<file path="src/rtl/serial_add_pkg.sv">
`default_nettype none
// ============================================================================
// Module      : serial_add_pkg
// Description : Shared state encoding and width helper for the bit-serial adder.
// Revision    : 1.0 - initial release
// ============================================================================
package serial_add_pkg;

    localparam logic [1:0] c_ST_IDLE = 2'd0;
    localparam logic [1:0] c_ST_RUN  = 2'd1;
    localparam logic [1:0] c_ST_DONE = 2'd2;

    typedef enum logic [1:0] {
        IDLE = c_ST_IDLE,
        RUN  = c_ST_RUN,
        DONE = c_ST_DONE
    } state_e;

    // Counter must hold values 0..WIDTH.
    function automatic int cnt_width(input int width);
        return $clog2(width + 1);
    endfunction

endpackage
`default_nettype wire

</file>
<file path="src/rtl/adder1.sv">
`default_nettype none
// ============================================================================
// Module      : adder1
// Description : 1-bit half-adder cell shared by the serial datapath.
// Revision    : 1.0 - initial release
// ============================================================================
module adder1 (
    input  logic a,
    input  logic b,
    output logic s,
    output logic c
);

    assign s = a ^ b;
    assign c = a & b;

endmodule
`default_nettype wire

</file>
<file path="src/rtl/full_adder_bit.sv">
`default_nettype none
// ============================================================================
// Module      : full_adder_bit
// Description : Full adder built from two adder1 cells plus a carry OR.
// Revision    : 1.0 - initial release
// ============================================================================
module full_adder_bit (
    input  logic a,
    input  logic b,
    input  logic ci,
    output logic s,
    output logic co
);

    logic w_s0;
    logic w_carry1;
    logic w_carry2;

    adder1 u_ha0 (
        .a (a),
        .b (b),
        .s (w_s0),
        .c (w_carry1)
    );

    adder1 u_ha1 (
        .a (w_s0),
        .b (ci),
        .s (s),
        .c (w_carry2)
    );

    assign co = w_carry1 | w_carry2;

endmodule
`default_nettype wire

</file>
<file path="src/rtl/serial_add_ctrl.sv">
`default_nettype none
// ============================================================================
// Module      : serial_add_ctrl
// Description : Sequences a 1-bit full adder over WIDTH cycles, LSB first,
//               with valid/ready handshakes on operand and result sides.
// Revision    : 1.0 - initial release
// ============================================================================
module serial_add_ctrl
    import serial_add_pkg::*;
#(
    parameter int WIDTH = 8
) (
    input  logic             clk,
    input  logic             rst_n,
    input  logic             in_valid,
    output logic             in_ready,
    input  logic [WIDTH-1:0] in_a,
    input  logic [WIDTH-1:0] in_b,
    input  logic             in_cin,
    output logic             out_valid,
    input  logic             out_ready,
    output logic [WIDTH-1:0] out_sum,
    output logic             out_cout,
    output logic             busy
);

    localparam int             CNT_W  = cnt_width(WIDTH);
    localparam logic [CNT_W-1:0] c_LAST = CNT_W'(WIDTH - 1);

    state_e           r_state;
    logic [WIDTH-1:0] r_a;
    logic [WIDTH-1:0] r_b;
    logic             r_carry;
    logic [CNT_W-1:0] r_cnt;
    logic [WIDTH-1:0] r_sum;
    logic             r_cout;
    logic             r_valid;

    logic             w_s;
    logic             w_co;
    logic [WIDTH-1:0] w_sum_next;

    full_adder_bit u_fa (
        .a  (r_a[0]),
        .b  (r_b[0]),
        .ci (r_carry),
        .s  (w_s),
        .co (w_co)
    );

    // New bit enters at the MSB so after WIDTH shifts bit 0 lands at the LSB.
    if (WIDTH == 1) begin : g_sum_w1
        assign w_sum_next = w_s;
    end else begin : g_sum_wn
        assign w_sum_next = {w_s, r_sum[WIDTH-1:1]};
    end

    always_ff @(posedge clk or negedge rst_n) begin
        if (!rst_n) begin
            r_state <= IDLE;
            r_a     <= '0;
            r_b     <= '0;
            r_carry <= 1'b0;
            r_cnt   <= '0;
            r_sum   <= '0;
            r_cout  <= 1'b0;
            r_valid <= 1'b0;
        end else begin
            case (r_state)
                IDLE: begin
                    if (in_valid) begin
                        r_a     <= in_a;
                        r_b     <= in_b;
                        r_carry <= in_cin;
                        r_cnt   <= '0;
                        r_state <= RUN;
                    end
                end
                RUN: begin
                    r_sum   <= w_sum_next;
                    r_a     <= r_a >> 1;
                    r_b     <= r_b >> 1;
                    r_carry <= w_co;
                    r_cnt   <= r_cnt + CNT_W'(1);
                    if (r_cnt == c_LAST) begin
                        r_cout  <= w_co;
                        r_valid <= 1'b1;
                        r_state <= DONE;
                    end
                end
                DONE: begin
                    if (out_ready) begin
                        r_valid <= 1'b0;
                        r_state <= IDLE;
                    end
                end
                default: begin
                    r_valid <= 1'b0;
                    r_state <= IDLE;
                end
            endcase
        end
    end

    assign in_ready  = (r_state == IDLE);
    assign busy      = (r_state == RUN) || (r_state == DONE);
    assign out_valid = r_valid;
    assign out_sum   = r_sum;
    assign out_cout  = r_cout;

endmodule
`default_nettype wire

</file>
<file path="config.mk">
export PLATFORM = sky130hd
export DESIGN_NAME = serial_add_ctrl
export DESIGN_NICKNAME = d
export VERILOG_FILES = /design/src/rtl/serial_add_pkg.sv /design/src/rtl/adder1.sv /design/src/rtl/full_adder_bit.sv /design/src/rtl/serial_add_ctrl.sv
export SDC_FILE = /design/constraint.sdc
export NUM_CORES = 1
export LEC_CHECK = 0
export ABC_AREA = 1
export CORE_MARGIN = 4
export CORE_UTILIZATION = 50
export DETAILED_ROUTE_END_ITERATION = 12
export PLACE_DENSITY = 0.76
export SLEW_MARGIN = 10
export SYNTH_ARGS = -nofsm -noshare
export SYNTH_HDL_FRONTEND = slang
export SYNTH_HIERARCHICAL = 1
export SYNTH_SLANG_ARGS = --single-unit
</file>
<file path="constraint.sdc">
create_clock -name clk -period 1.9 [get_ports clk]
set_clock_uncertainty 0.05 [all_clocks]
set_input_delay 0.285 -clock clk [delete_from_list [all_inputs] [get_ports clk]]
set_output_delay 0.285 -clock clk [all_outputs]
set_load 0.02 [all_outputs]
</file>
# Word-level counts from Yosys, hierarchy flattened

Cells that the tools add are included.

Register bits: 33
Output and inout port bits: 12
Word-level logic and storage cells: 43

Add/sub/neg operators: 1
Equality and inequality tests: 6
Muxes and demuxes: 15
Bitwise operators: 6
Reductions and logical operators: 7

Operator list:

| kind                                                            | count |
|---|---|
| 8-bit case mux with 2 select lines                              | 2 |
| 8-bit two-way mux                                               | 2 |
| 4-bit case mux with 2 select lines                              | 1 |
| 2-bit two-way mux                                               | 3 |
| 2-bit != test, second input constant                            | 3 |
| 2-bit case mux with 3 select lines                              | 1 |
| 3-bit AND reduction                                             | 2 |
| 4-bit by 1-bit adder with 4-bit output, second input constant   | 1 |
| 4-bit by 3-bit == test with 1-bit output, second input constant | 1 |
| 4-bit two-way mux                                               | 1 |
| 2-bit AND reduction                                             | 2 |
| 1-bit two-way mux                                               | 3 |
| 1-bit case mux with 3 select lines                              | 1 |
| 1-bit bitwise AND                                               | 2 |
| 2-bit by 1-bit == test with 1-bit output, second input constant | 1 |
| 2-bit == test, second input constant                            | 1 |
| 2-bit logical NOT                                               | 1 |
| 1-bit case mux with 2 select lines                              | 1 |
| 2-bit nonzero test                                              | 1 |
| 1-bit bitwise XOR                                               | 2 |
| 1-bit logical OR                                                | 1 |
| 1-bit inverter                                                  | 1 |
| 1-bit bitwise OR                                                | 1 |

# Longest topological paths before layout

Gate-level depths: netlist of run 1.

Word-level depth: 4
Depth in mapped cells: 9
Mapped depth without buffers: 8

# By module

Netlist of run 1, hierarchy kept.

By module, submodules not included:

| module          | instances | cells each | area each (um^2) | seq. area each (um^2) |
|---|---|---|---|---|
| serial_add_ctrl | 1         | 182        | 1559.0           | 825.8 |
| adder1          | 2         | 1          | 12.5             | 0.0 |
| full_adder_bit  | 1         | 3          | 11.3             | 0.0 |

# Worst setup path after synthesis of run 1

OpenSTA, ideal clock, no wires.

Kind: flip-flop to flip-flop
From: register r_state[0]
To: register r_a[0]
Arrival: 1.383 ns
Required time: 1.731 ns
Slack: 0.348 ns
Stages on the path, launching flop included: 9
Period minus slack after synthesis: 1.552 ns
Path through: dfrtp_1 > inv_1 > ha_1 > inv_2 > nand2_2 > nand2_2 > buf_6 > buf_6 > o21a_1

Cells in the longest elaborated chain, start to end: 3
Elaborated cells between the ends (all ways): 6
Classes of those cells: eq/ne: 2; mux: 1; reduce/logical: 3

Ends and longest elaborated chain:

| element                                                              | line                  | text |
|---|---|---|
| start, declared                                                      | serial_add_ctrl.sv:30 | `state_e r_state;` |
| start signal, assigned                                               | serial_add_ctrl.sv:60 | `r_state <= IDLE;` |
| start signal, assigned                                               | serial_add_ctrl.sv:76 | `r_state <= RUN;` |
| start signal, assigned                                               | serial_add_ctrl.sv:88 | `r_state <= DONE;` |
| 2-bit logical NOT (*)                                                | n/a                   |  |
| net in_ready                                                         | serial_add_ctrl.sv:16 | `output logic in_ready,` |
| 2-bit != test (no source line) or 2-bit nonzero test (tied branches) | n/a                   |  |
| 2-bit AND reduction (no source line)                                 | n/a                   |  |
| end signal, assigned                                                 | serial_add_ctrl.sv:72 | `r_a <= in_a;` |
| end signal, assigned                                                 | serial_add_ctrl.sv:81 | `r_a <= r_a >> 1;` |
| end, declared                                                        | serial_add_ctrl.sv:31 | `logic [WIDTH-1:0] r_a;` |

The timed path passes the listed nets; every way through them passes the cells marked *.
A chain may end at the register's enable or synchronous reset.

# Worst setup path in the final report of run 1

From: register r_state[0]
To: output port in_ready

Cells in the longest elaborated chain, start to end: 1

Ends and longest elaborated chain:

| element           | line                   | text |
|---|---|---|
| 2-bit logical NOT | serial_add_ctrl.sv:105 | `assign in_ready = (r_state == IDLE);` |
| end, declared     | serial_add_ctrl.sv:16  |  |

No other way between the ends.

==> results of run 1 <==
[sequential cells by signal, indices dropped and copies added, names as in the netlist]
register and flops:
r_cnt 4, out_valid 1, r_carry 1, out_sum 8
r_b 8, r_state 2, out_cout 1, r_a 8
[worst min path at each step]
stage,depth (start not counted),endpoint,from
6_report,2,r_cnt[3]$_DFFE_PN0P_,rst_n
5_1_grt,2,out_sum[4]$_DFFE_PN0P_,rst_n
4_1_cts,2,r_cnt[3]$_DFFE_PN0P_,rst_n
3_5_place_dp,2,out_valid$_DFFE_PN0P_,out_valid$_DFFE_PN0P_
3_3_place_gp,2,out_valid$_DFFE_PN0P_,out_valid$_DFFE_PN0P_
2_1_floorplan,0,out_cout$_DFFE_PN0P_,rst_n
[cell type report]
class	instances	share of cell area [%]
Tap cell	44	2.73
Inverter	16	3.16
Multi-Input combinational cell	128	31.9
Clock buffer	7	2.73
Sequential cell	33	40.9
Timing Repair inverter	1	0.372
Timing Repair Buffer	35	18.1
[logic make-up after synthesis]
| kind of cell | synth area share (%) |
|---|---|
| compound gates | 11.1 |
| flops | 51.8 |
| simple gates | 24.5 |
| fa+ha+maj | 4.71 |
| buf+inv | 8.00 |
[cell usage after synthesis]
cell type	instances
o211ai_1	1
inv_2	1
o21ai_1	3
o21ai_0	11
nor2_1	2
nand2_2	2
nand4_1	5
dfrtp_1	33
buf_6	2
inv_1	15
a21oi_2	1
o21a_1	10
buf_2	6
a21oi_1	3
nand3_1	17
ha_1	6
buf_4	2
or2_2	1
nand2_1	66
[power groups by stage]
stage               sequential (mW)  clock (mW)  combinational (mW)
global placement               1.18           0                1.47
detailed placement             1.20           0                1.51
finish                         1.19       0.393                1.50
global route                   1.23       0.454                1.72
CTS                            1.19       0.419                1.50
floorplan                      1.24           0                1.01
[critical path, cell delays in order, from the launching register on]
cell	delay, ns
dfrtp_1	0.42
inv_1	0.10
ha_1	0.25
dlygate4sd2_1	0.36
[what timing repair did]
action	4_1_cts	5_1_grt
cloned	0	1
gates resized for setup	2	3
setup endpoints to repair	2	10
[per-stage QoR]
stage               setup WS, ns  power (mW)  cells  hold WS (ns)  utilization (%)
finish                     0.105        3.08    264         0.297             66.1
CTS                       0.0851        3.10    263         0.300             65.6
global placement           0.227        2.65    256         0.407             63.9
detailed placement         0.133        2.71    256         0.413             63.9
floorplan                  0.348        2.25    187       -0.0606                -
global route              0.0162        3.41    264         0.335             66.1
[per-layer routing]
metal,wire length (um),vias to the layer above,global-route usage (%)
met1,1350,609,19.8
met2,1590,23,30.4
li1,-,669,-
met5,0,-,0
met3,148,6,6.93
met4,46,0,7.92
==> results.tsv, run 1 <==
stage	metric	value	unit
outcome	outcome	completed	
pwr	leakage	0.957	nW
routing	Via density	4.95	
synthesis	Netlist Area Pre-Place	1600	um2
flow_run	max_cap viols	0	
setup_path	reg2reg end	r_a[4]$_DFFE_PN0P_	
pwr	internal power	1.82	mW
clocking	worst skew pair latency	0.33	ns
floorplan	Initial Util	52.3	%
global_route	vias in the first global route	1262	
floorplan	I/O pin cnt	33	
setup_path	Critical Path End	in_ready	
synthesis	Yosys cell types	19	
cells_and_area	fill cell count	267	
routing	final WL	3140	um
pwr	Sw Share	40.9	%
pwr	clock power share	12.8	%
cells_and_area	commonest non-fill, non-tap cell in the layout	nand2_1	
pwr	sequential share of power	38.5	%
synthesis	Avg Inst Size Synth	8.53	um2
synthesis	post-synthesis sequential area ratio	51.8	%
routing	DR iter-0 viols	74	
timing	fin crit period	1.80	ns
synthesis	Post-Syn Nets	214	
global_route	initial antenna violation count	0	
synthesis	number of synthesized register bits	33	
clocking	Reg clk slew, reported paths	0.10	ns
global_route	first-pass GRT wire length	5600	um
setup_path	critical path fanouts, max	5	
worst_hold_path	Worst Hold Class	primary input to asynchronous set/reset pin	
global_route	pin count of the biggest net entering global routing	34	
timing	Slew Limit Headroom	72.4	%
placed_design	Placed Area	1950	um2
setup_path	worst reg-to-reg setup slack	0.28	ns
floorplan	Core Rows	20	
floorplan	die area	4160	um2
synthesis	Synth top area share	51.8	%
pwr	VDD IR-drop max	0.879	mV
timing	final period utilization	94.5	%
setup_path	Setup crit start kind	flip-flop	
synthesis	synth top area cells	dfrtp_1, nand2_1, nand3_1	
routing	Routed Antenna Nets	0	
setup_path	FF-to-FF Start	r_state[1]$_DFFE_PN0P_	
global_route	Tot GR Track Use	17.9	%
cells_and_area	most frequent cells in the layout	nand2_1, dfrtp_1, clkdlybuf4s50_1	
cells_and_area	layout cells sized above 1	7.73	%
floorplan	Die Span X	64.5	um
timing	fin. max-slew vios	0	
clocking	htree depth	2	
timing	Final TNS setup	0	ns
setup_path	Critical Path RT	1.56	ns
floorplan	CORE AREA	3050	um2
clocking	clock sink count	33	
synthesis	area leader, netlist	dfrtp_1	
routing	drt wl/cell	11.9	um
clocking	CTS Buffer Depth	2	
timing	Fin. Hold Viols	0	
clocking	clock root buffer	clkbuf_4	
placed_design	Final Wtd Congestion	0.835	
setup_path	WS Path Type	flip-flop to output port	
timing	RSZ-0062 raised after global routing	false	
global_route	total grt overflow	0	
routing	1st-pass router iterations	4	
synthesis	Cells after Synth	187	
cells_and_area	Inserted Diodes	0	
routing	# DRC	0	
pwr	Comb pwr share	48.8	%
setup_path	CP startpoint	r_state[0]$_DFFE_PN0P_	
setup_path	Worst Path Arrival	1.46	ns
timing	# setup viols final	0	
floorplan	die height	64.5	um
routing	Via Count	1307	
timing	FMAX	557	MHz
clocking	Post-CTS Hold Buffers	0	
synthesis	YS warnings	6	
cells_and_area	FF/Latch Area	826	um2
clocking	CTS buffer count	5	
pwr	pwr/cell area	1530	nW/um2
cells_and_area	Finished Cell Area	2020	um2
timing	worst slew pin tran	0.414	ns
placed_design	dpl hpwl	2260	um
pwr	sw power	1.26	mW
cells_and_area	synthesis-to-finish area growth	26.4	%
setup_path	FF-to-FF path depth	5	
clocking	# Post-CTS Setup Buffers	0	
setup_path	CP endpoint kind	output port	
clocking	CTS tree	built	
placed_design	port bufs	32	
cells_and_area	multi-input logic area	644	um2
cells_and_area	Total Nets Final	247	
(Power assumes the default switching activity.)
==> run 2, diff against run 1 <==
--- a/config.mk
+++ b/config.mk
@@ -6,6 +6,7 @@
 export NUM_CORES = 1
 export LEC_CHECK = 0
 export ABC_AREA = 1
+export CAP_MARGIN = 20
 export CORE_MARGIN = 4
 export CORE_UTILIZATION = 50
 export DETAILED_ROUTE_END_ITERATION = 12
==> results of run 2 <==
No change in the layout: final DEF, timing and power equal those of run 1.
==> run 3, diff against run 2 <==
--- a/config.mk
+++ b/config.mk
@@ -8,9 +8,11 @@
 export ABC_AREA = 1
 export CAP_MARGIN = 20
 export CORE_MARGIN = 4
-export CORE_UTILIZATION = 50
+export CORE_UTILIZATION = 47
+export CTS_BUF_LIST = sky130_fd_sc_hd__clkbuf_4
 export DETAILED_ROUTE_END_ITERATION = 12
-export PLACE_DENSITY = 0.76
+export PLACE_DENSITY = 0.75
+export SETUP_SLACK_MARGIN = 0.5
 export SLEW_MARGIN = 10
 export SYNTH_ARGS = -nofsm -noshare
 export SYNTH_HDL_FRONTEND = slang
==> constraint.sdc (replaced) <==
create_clock -name clk -period 1.6 [get_ports clk]
set_clock_uncertainty 0.05 [all_clocks]
set_input_delay 0.24 -clock clk [delete_from_list [all_inputs] [get_ports clk]]
set_output_delay 0.24 -clock clk [all_outputs]
set_load 0.02 [all_outputs]
==> run 3 against run 2 <==
Against the previous run:
- non-clock buffer count increased by 28
- critical path type is now flip-flop to flip-flop
- clock power increased by 15%
- register-to-register slack got worse by 0.21 ns
- critical endpoint is now r_a[4]$_DFFE_PN0P_
- first-iteration DRC count increased by 22%
- sequential power increased by 21%
- global-route usage increased by 4.4 points
- sequential cell count unchanged
- wire length increased by 54%
- clock-buffer cell count decreased by 1
- via count increased by 19%
==> results.tsv, run 3 (synthesis gave the netlist of run 1 again) <==
stage	metric	value	unit
timing	Fin. Hold Viols	0	
setup_path	Worst Path Arrival	1.70	ns
floorplan	die height	66.3	um
routing	DR iter-0 viols	90	
setup_path	WS Path Type	flip-flop to flip-flop	
worst_hold_path	Worst Hold Class	primary input to asynchronous set/reset pin	
timing	Slew Limit Headroom	71.5	%
clocking	worst skew pair latency	0.34	ns
outcome	outcome	completed	
pwr	pwr/cell area	2020	nW/um2
pwr	leakage	1.21	nW
floorplan	die area	4390	um2
cells_and_area	fill cell count	190	
clocking	Reg clk slew, reported paths	0.11	ns
routing	1st-pass router iterations	4	
routing	drt wl/cell	16.4	um
clocking	htree depth	2	
global_route	Tot GR Track Use	22.2	%
routing	Routed Antenna Nets	0	
global_route	vias in the first global route	1551	
floorplan	Initial Util	50.6	%
clocking	CTS Buffer Depth	2	
clocking	clock sink count	33	
cells_and_area	synthesis-to-finish area growth	60.2	%
timing	FMAX	654	MHz
placed_design	dpl hpwl	2470	um
clocking	clock root buffer	clkbuf_4	
timing	fin. max-slew vios	0	
timing	fin crit period	1.53	ns
floorplan	I/O pin cnt	33	
timing	worst slew pin tran	0.427	ns
timing	Final TNS setup	0	ns
global_route	total grt overflow	0	
clocking	CTS tree	built	
cells_and_area	multi-input logic area	890	um2
routing	# DRC	0	
setup_path	Setup crit start kind	flip-flop	
global_route	initial antenna violation count	0	
floorplan	CORE AREA	3150	um2
setup_path	Critical Path RT	1.77	ns
cells_and_area	FF/Latch Area	827	um2
floorplan	Core Rows	20	
timing	# setup viols final	0	
setup_path	critical path fanouts, max	6	
cells_and_area	commonest non-fill, non-tap cell in the layout	nand2_1	
timing	RSZ-0062 raised after global routing	true	
placed_design	port bufs	32	
floorplan	Die Span X	66.3	um
routing	final WL	4830	um
cells_and_area	Inserted Diodes	0	
cells_and_area	Total Nets Final	277	
global_route	pin count of the biggest net entering global routing	34	
global_route	first-pass GRT wire length	7290	um
placed_design	pre-CTS setup slack	-0.0646	ns
routing	Via density	5.28	
clocking	Post-CTS Hold Buffers	0	
timing	final period utilization	95.6	%
cells_and_area	layout cells sized above 1	42.4	%
pwr	VDD IR-drop max	1.19	mV
cells_and_area	most frequent cells in the layout	nand2_1, dfrtp_1, clkdlybuf4s50_1, buf_4, buf_6	
placed_design	Final Wtd Congestion	0.751	
setup_path	CP endpoint kind	flip-flop	
routing	Via Count	1553	
clocking	CTS buffer count	5	
timing	post-route setup slack	0.0707	ns
flow_run	max_cap viols	0	
-- run 3: cell types whose count changed in the layout (fill, tap and decap cells not counted), moves of 6 or more --
| cell | change |
|---|---|
| buf_4 | +19 |
| buf_6 | +18 |
| clkdlybuf4s50_1 | -10 |
| nand2_1 | -24 |
| nand2_2 | +14 |
| nand2_4 | +9 |
| o21ai_0 | -10 |
| o21ai_2 | +6 |
-- run 3: worst max-delay path, stage by stage, from the launching register on --
cell	delay (ns)
dfrtp_1	0.41
buf_6	0.13
ha_4	0.20
buf_6	0.12
clkinvlp_4	0.15
o211ai_1	0.24
o21ai_1	0.11
-- run 3: routing by layer --
metal / part of all wire, % / GRT usage, % / vias up
met2: 54 / 39.2 / 52
met1: 38 / 25.4 / 758
li1: - / - / 730
met5: 0 / 0 / -
met4: 2.9 / 8.63 / 0
met3: 5.1 / 5.95 / 13
-- run 3: final timing paths --
| check | end | startpoint | depth (start not counted) | slack [ns] |
|---|---|---|---|---|
| worst max register to register | r_a[4]$_DFFE_PN0P_ | r_state[0]$_DFFE_PN0P_ | 6 | 0.07 |
| worst max-delay path | r_a[4]$_DFFE_PN0P_ | r_state[0]$_DFFE_PN0P_ | 6 | 0.07 |
| max in group asynchronous | out_sum[5]$_DFFE_PN0P_ | rst_n | 2 | 0.90 |
| worst min register to register | r_b[4]$_DFFE_PN0P_ | r_b[4]$_DFFE_PN0P_ | 1 | 0.45 |
| min in group clk | r_a[7]$_DFFE_PN0P_ | in_a[7] | 3 | 0.43 |
| worst min-delay path | out_valid$_DFFE_PN0P_ | rst_n | 2 | 0.24 |
-- run 3: repair_timing --
item / CTS / global route
cloned: 3 / 0
setup endpoints to repair: 45 / 45
setup buffers: 17 / 7
pin swaps: 21 / 11
gates resized for setup: 131 / 30
-- run 3: final cells by class --
cell class	count	share of cell area, %
inverters	16	2.74
well taps	44	2.15
flip-flops and latches	33	32.4
repair buffers	63	25.2
clock buffers	6	1.76
multi-input cells	128	34.8
repair inverters	3	0.881
clock inverters	1	0.147
-- run 3: where the power goes --
group / switching (mW) / internal [mW]
Clock: 0.276 / 0.176
Sequential: 0.254 / 1.19
Combinational: 1.67 / 1.59
Total: 2.20 / 2.96
-- run 3: through the flow --
stage	power (mW)	util, %	cell area, um2	hold slack (ns)	cells
after floorplan	2.77	-	1630	-0.106	187
after global placement	3.24	62.9	1980	0.403	260
after detailed placement	3.32	62.9	1980	0.423	260
after CTS	4.64	76.0	2400	0.272	287
after global routing	5.50	81.1	2560	0.290	294
final	5.16	81.1	2560	0.244	294
